**src/rtl/pipe_data_path.sv**
```systemverilog
// Two-stage execute/writeback integer datapath: register file, 8-op ALU,
// immediate mux and a single WB register with forwarding into execute.
module pipe_data_path #(
  parameter int DATA_WIDTH    = 32,
  parameter int ADDRESS_WIDTH = 5,
  parameter int A0_INDEX      = 10
) (
  input  logic                     clk,
  input  logic                     rst,
  input  logic                     in_valid,
  input  logic                     stall,
  input  logic                     RegWrite,
  input  logic                     ALUsrc,
  input  logic [2:0]               ALUctrl,
  input  logic [ADDRESS_WIDTH-1:0] rs1,
  input  logic [ADDRESS_WIDTH-1:0] rs2,
  input  logic [ADDRESS_WIDTH-1:0] rd,
  input  logic [DATA_WIDTH-1:0]    ImmOp,
  output logic                     EQ,
  output logic                     LT,
  output logic                     wb_valid,
  output logic [ADDRESS_WIDTH-1:0] wb_rd,
  output logic [DATA_WIDTH-1:0]    wb_data,
  output logic [DATA_WIDTH-1:0]    a0
);

  localparam int NREG = 2 ** ADDRESS_WIDTH;
  localparam int SHW  = $clog2(DATA_WIDTH);

  localparam logic [2:0] OP_ADD = 3'd0, OP_SUB = 3'd1, OP_AND = 3'd2, OP_OR  = 3'd3,
                         OP_XOR = 3'd4, OP_SLT = 3'd5, OP_SLL = 3'd6, OP_SRL = 3'd7;

  typedef struct packed {
    logic                     vld;
    logic                     we;
    logic [ADDRESS_WIDTH-1:0] rd;
    logic [DATA_WIDTH-1:0]    data;
  } wb_t;

  wb_t                               wb_q;
  logic [NREG-1:0][DATA_WIDTH-1:0]   regs;
  logic                              issue, commit;
  logic [DATA_WIDTH-1:0]             rv1, rv2, op1, op2, alu_res;

  assign issue  = in_valid & ~stall;
  assign commit = wb_q.vld & wb_q.we & (wb_q.rd != '0);

  // x0 is hardwired; entries 1..NREG-1 take the committing WB value.
  assign regs[0] = '0;
  for (genvar r = 1; r < NREG; r++) begin : g_rf
    always_ff @(posedge clk or posedge rst) begin
      if (rst)                                                regs[r] <= '0;
      else if (commit && wb_q.rd == ADDRESS_WIDTH'(r))        regs[r] <= wb_q.data;
    end
  end

  // Forwarding: a pending WB result overrides the stale register file read.
  always_comb begin
    rv1 = regs[rs1];
    rv2 = regs[rs2];
    if (commit && wb_q.rd == rs1) rv1 = wb_q.data;
    if (commit && wb_q.rd == rs2) rv2 = wb_q.data;
  end

  assign op1 = rv1;
  assign op2 = ALUsrc ? ImmOp : rv2;
  assign EQ  = (rv1 == rv2);
  assign LT  = ($signed(rv1) < $signed(rv2));

  always_comb begin
    alu_res = '0;
    case (ALUctrl)
      OP_ADD: alu_res = op1 + op2;
      OP_SUB: alu_res = op1 - op2;
      OP_AND: alu_res = op1 & op2;
      OP_OR:  alu_res = op1 | op2;
      OP_XOR: alu_res = op1 ^ op2;
      OP_SLT: alu_res = {{(DATA_WIDTH-1){1'b0}}, ($signed(op1) < $signed(op2))};
      OP_SLL: alu_res = op1 << op2[SHW-1:0];
      OP_SRL: alu_res = op1 >> op2[SHW-1:0];
      default: alu_res = '0;
    endcase
  end

  // A stalled or idle cycle leaves a bubble but keeps the last rd/data.
  always_ff @(posedge clk or posedge rst) begin
    if (rst) begin
      wb_q <= '0;
    end else begin
      wb_q.vld <= issue;
      wb_q.we  <= RegWrite;
      if (issue) begin
        wb_q.rd   <= rd;
        wb_q.data <= alu_res;
      end
    end
  end

  assign wb_valid = wb_q.vld;
  assign wb_rd    = wb_q.rd;
  assign wb_data  = wb_q.data;
  assign a0       = regs[A0_INDEX];

endmodule

```
**config.mk**
```make
export PLATFORM = sky130hd
export DESIGN_NAME = pipe_data_path
export DESIGN_NICKNAME = d
export VERILOG_FILES = /design/src/rtl/pipe_data_path.sv
export SDC_FILE = /design/constraint.sdc
export NUM_CORES = 2
export LEC_CHECK = 0
export CORE_MARGIN = 2
export CORE_UTILIZATION = 45
export DETAILED_ROUTE_END_ITERATION = 7
export PLACE_DENSITY_LB_ADDON = 0.1
export SYNTH_ARGS = -nofsm -noshare
export SYNTH_HDL_FRONTEND = slang
export SYNTH_SLANG_ARGS = --single-unit
```
**constraint.sdc**
```tcl
create_clock -name clk -period 54.9 [get_ports clk]
set_input_delay 5.49 -clock clk [delete_from_list [all_inputs] [get_ports clk]]
set_output_delay 5.49 -clock clk [all_outputs]
set_load 0.1 [all_outputs]
```
---- Yosys cells after proc, flatten, opt, wreduce, memory -nomap -nowiden ----
Cells that the tools add are included.
storage, ports and cells
  flip-flop bits (word level) ............. 1031
  input bits .............................. 56
  output and inout port bits .............. 72
  word-level logic and storage cells ...... 134
cells by class
  add/sub/neg operators ................... 2
  order comparisons ....................... 4
  eq/ne operators ......................... 41
  shifts and indexed selects .............. 2
  multiplexer cells ....................... 8
  bitwise operators ....................... 7
  reduce and logical (&&, ||, !) cells .... 35
operators by type and width
  operator                                             count
  binary-select mux 32 bit (select 5 bit)              2
  case mux 32 bit (8 select lines)                     1
  two-way mux 32 bit                                   5
  == test 5 bit (second input constant)                16
  < comparator 32 bit                                  2
  == test 5 x 4 -> 1 bit (second input constant)       8
  logical AND 1 bit                                    33
  adder 32 bit                                         1
  AND 32 bit                                           1
  == test 32 bit                                       1
  OR 32 bit                                            1
  << shifter 32 x 5 -> 32 bit                          1
  right shift 32 x 5 -> 32 bit                         1
  subtractor 32 bit                                    1
  XOR 32 bit                                           1
  == test 5 x 3 -> 1 bit (second input constant)       4
  == test 3 bit (second input constant)                4
  < comparator 5 x 6 -> 1 bit (second input constant)  2
  == test 5 x 2 -> 1 bit (second input constant)       2
  == test 5 bit                                        2
  == test 3 x 2 -> 1 bit (second input constant)       2
  == test 5 x 1 -> 1 bit (second input constant)       1
  nonzero test 5 bit                                   1
  AND 1 bit                                            3
  other kinds (3)                                      3

---- Logic depth before layout (Yosys ltp) ----
  depth in word-level cells ............... 7
  gate-level depth with buffers ........... 29
  gate-level depth less buffers ........... 21

---- Worst setup path before layout ----
No wires, ideal clock.
  path type ............................... input-to-output
  start point ............................. input port rs2[0]
  end point ............................... output port EQ
  arrival ................................. 11.878 ns
  slack ................................... 37.532 ns
  stages .................................. 18
  path buffers ............................ 8
  cells stage by stage .................... buf_6 > buf_6 > buf_6 > buf_6 > buf_6 > clkbuf_1 > clkbuf_1 > buf_1 > mux4_2 > mux4_2 > mux2i_1 > o21ai_0 > inv_1 > ha_1 > nand3_1 > nor2_1 > nand2_1 > nor4_1
on the way
  word-level cells in the longest chain between the ends .. 4
ends and longest elaborated chain
  element                                                                               RTL line  RTL
  start: declaration                                                                    16        input logic [ADDRESS_WIDTH-1:0] rs2,
  binary-select mux 32 bit (select 5 bit) / == test 5 bit (equally long branches)       60, 62
  two-way mux 32 bit (not written as such) / logical AND 1 bit (equally long branches)  60, 62
  two-way mux 32 bit *                                                                  62        if (commit && wb_q.rd == rs2) rv2 = wb_q.data;
  == test 32 bit *                                                                      67        assign EQ = (rv1 == rv2);
  end: declaration                                                                      19        output logic EQ,
Mark *: on every way between the ends. The rest lies on a longest branch, timed or not. The select of a mux whose other input is x is not followed.

---- Worst setup path in the final report ----
  start point ............................. input port rs2[0]
  end point ............................... output port LT
on the way
  word-level cells in the longest chain between the ends .. 4
ends and longest elaborated chain
  element                                                                               RTL line  RTL
  binary-select mux 32 bit (select 5 bit) / == test 5 bit (equally long branches)       60, 62
  two-way mux 32 bit (not written as such) / logical AND 1 bit (equally long branches)  60, 62
  two-way mux 32 bit *                                                                  62
  < comparator 32 bit *                                                                 68        assign LT = ($signed(rv1) < $signed(rv2));
  end: declaration                                                                      20        output logic LT,
Marked as above.

==> impl_results.md <==
* Sequential area share after synthesis at 39.86%
* Max VDD drop at 0.03755 mV
* CTS tree: done
* Layout Utilization at 49.61%
* CP required at 49.41 ns
* Mapped cell area at 64720 sq um
* Vias in the first global route at 45660
* Critical path arrival at 13.91 ns
* Count of final hold-check violations at 0
* Max Slew Vio Count at 0
* Routed WL at 240700 microns
* Worst Clk Skew at 0.05202 ns
* Overflow after GRT at 0
* Die height at 383.2 microns
* Register area at 25800 sq um
* Pleak at 31.63 nW
* Post-synthesis async set-or-reset flop share at 100.0%
* Via Count at 46150
* Drt pass-1 iters at 5
* Final setup vio count at 0
* Largest family of logic cells by synthesized area: multiplexers
* Crit-path cells: buf_8 -> buf_4 -> buf_4 -> buf_4 -> buf_4 -> mux4_2 -> mux4_2 -> mux2i_1 -> o21ai_0 -> inv_1 -> ha_1 -> nor2b_1 -> o21ai_0 -> nand2b_1 -> a21oi_1 -> nor2b_1 -> o21ai_0 -> nand2b_1 -> a221oi_1 -> o21ai_0 -> a21oi_1 -> mux2i_1 -> clkdlybuf4s50_1
* Pre-CTS WS at 35.55 ns
* Post-route setup TNS at 0 ns
* GRT Total Usage at 32.69%
* Worst-skew pair later-pin latency at 0.78 ns
* First-pass GRT wire length at 346000 microns
* Total design power at 2.473 mW
* Layout cells sized above 1 at 39.93%
* Top-area cell type share of the netlist area at 39.86%
* Max Cap Violations at 0
* Fill count at 12590
* Seq cells post-synth at 1031
* Initial antenna violation count at 4
* Post-CTS Setup Inserts at 0
* Final Wtd Congestion at 0.9979
* Ys Warns at 0
* HPWL Detailed at 148800 microns
* Fin crit period at 19.40 ns
* Syn_nets at 5224
* Synth Area in Compound Gates at 7.683%
* CP max stage cell: clkdlybuf4s50_1
* Area Growth Syn to Fin at 9.719%
* Site Rows at 139
* Area of the multi-input gates at 36010 sq um
* Starting density of the core at 45.22%
* CP Class: in -> out
* Mux contribution to synthesized area at 39.58%
* Synth cell types at 95
* Detail Route Antenna Nets at 0
* PwrDens at 34.82 nW/um^2
* Drt via density at 6.712
* Width of the die at 383.2 microns
* Nets@finish at 5067
* Post-synthesis xor/xnor area fraction at 0.7172%
* CTS Sinks at 1031
* Hold slack at 0.5054 ns
* Setup WS post-layout at 35.50 ns
* Least-Margin Pin Slew at 1.247 ns
* Hold crit path type: reg -> reg
* Adder-cell area share of the yosys netlist at 2.486%
* Clock slew at reported path FFs at 0.06 ns
* Tcrit/Tclk final at 35.34%
* Slew margin rel. at 16.00%
* Root Buffer: clkbuf_16
* CP startpoint kind: input port
* Drt wl/cell at 35.02 microns
* Crit path max fanout at 52
* CTS H-tree lvls at 3
* Top delay family on crit path: buffers and inverters
* Fmax at 51.54 MHz
* Synth Area per Inst at 12.84 sq um
* Synth top area cells: dfrtp_1 40%, mux2_2 19%, mux4_2 17%
* Clock buffer depth at 3
* IO buf count at 127
* Worst setup EP type: primary output
* Post-synth EDFFs at 0
* Total CTS buffers at 116
* CTS Hold Bufs at 0
* Ys flop type: dfrtp_1
* Synth Area in Simple Gates at 4.762%
* Die ar. at 146900 sq um
* Status: finished clean
* Area leader, netlist: dfrtp_1
* Largest net degree at the start of global routing at 157
* Area of the core at 143100 sq um
* Post_cts resized at 0
* I/O pin count at 128
* # DRC at 0
* RSZ-0062 raised after global routing: false
* Slowest stage delay, CP at 1.26 ns
* CP bufs+invs at 7
* Cell count after synthesis at 5040
* 1st-iter DRT viols at 4753
==> power by group <==
group          total [mW]  leakage, nW  switching (mW)  internal [mW]
Clock               0.795         1.89           0.338          0.456
Sequential          0.953         14.0          0.0872          0.866
Combinational       0.725         15.7           0.426          0.299
Total                2.47         31.6           0.852           1.62
==> placed cells by master, fill, tap and decap left out, drive strengths merged, types with 141 or more instances in the layout <==
cell type,count
mux2i,175
dfrtp,1031
mux2,1065
nor2,185
mux4,522
nand2,206
a21oi,159
inv,141
buf,159
clkbuf,170
==> routing by layer <==
layer	up-vias	share of wire [%]	global-route usage, %
li1	18810	-	-
met1	24800	44	47.83
met2	2121	44	48.34
met3	410	7.9	5.804
met4	2	4.1	12.69
met5	-	0.0050	0
==> sequential cells by signal, summed over array words and instances (netlist names) <==
name,cells
wb_q,1
wb_rd,5
a0,32
regs,960
wb_data,32
wb_valid,1
==> synthesized netlist by cell type (46+ instances only) <==
master    count
nor3_1       75
buf_4        90
ha_1        127
buf_2        53
a221oi_1     49
o21ai_0     128
xnor2_1      46
nand2_1     205
clkbuf_1    332
inv_1       129
dfrtp_1    1031
mux2_2     1064
mux4_2      496
mux2i_1     173
nor2b_1      49
nor2_1      183
a21oi_1     157
buf_1        56
==> logic make-up after synthesis <==
family | Yosys count
AO/OA/AOI/OAI | 713
XOR/XNOR | 53
adder cells (fa/ha/maj) | 128
buffers and inverters | 688
flip-flops | 1031
multiplexers | 1762
AND/OR/NAND/NOR | 665
==> final cells by class <==
cell class	count	share of cell area, %
antenna	1	0.003524
clock buffer	170	4.784
clock inverter	36	0.6361
inverter	137	0.7418
multi-input combinational	3321	50.71
sequential	1031	36.33
tap	1903	3.353
timing repair buffer	276	3.432
==> worst paths after layout <==
path / to / slack, ns / cells past startpoint / from
max: LT / 35.50 / 23 / rs2[0]
max reg2reg: wb_data[31] / 46.58 / 21 / wb_rd[2]
min: regs[60] / 0.51 / 2 / regs[60]
max in group asynchronous: wb_data[14] / 46.06 / 6 / rst
min in group asynchronous: regs[408] / 5.25 / 2 / rst
min reg2reg: regs[60] / 0.51 / 2 / regs[60]
==> stage by stage <==
step                      area (sq um)  instances
after detailed placement         67160       6668
after global routing             71010       6874
after CTS                        71010       6874
after global placement           67160       6668
final                            71010       6875
after floorplan                  64720       5040
==> tightest hold or removal path: cells and delay by family (launching register included) <==
family           cells  cell delay [ns]
flip-flops           1             0.36
AND/OR/NAND/NOR      1             0.05
AO/OA/AOI/OAI        1             0.06
Power figures use the tool's default switching activity.
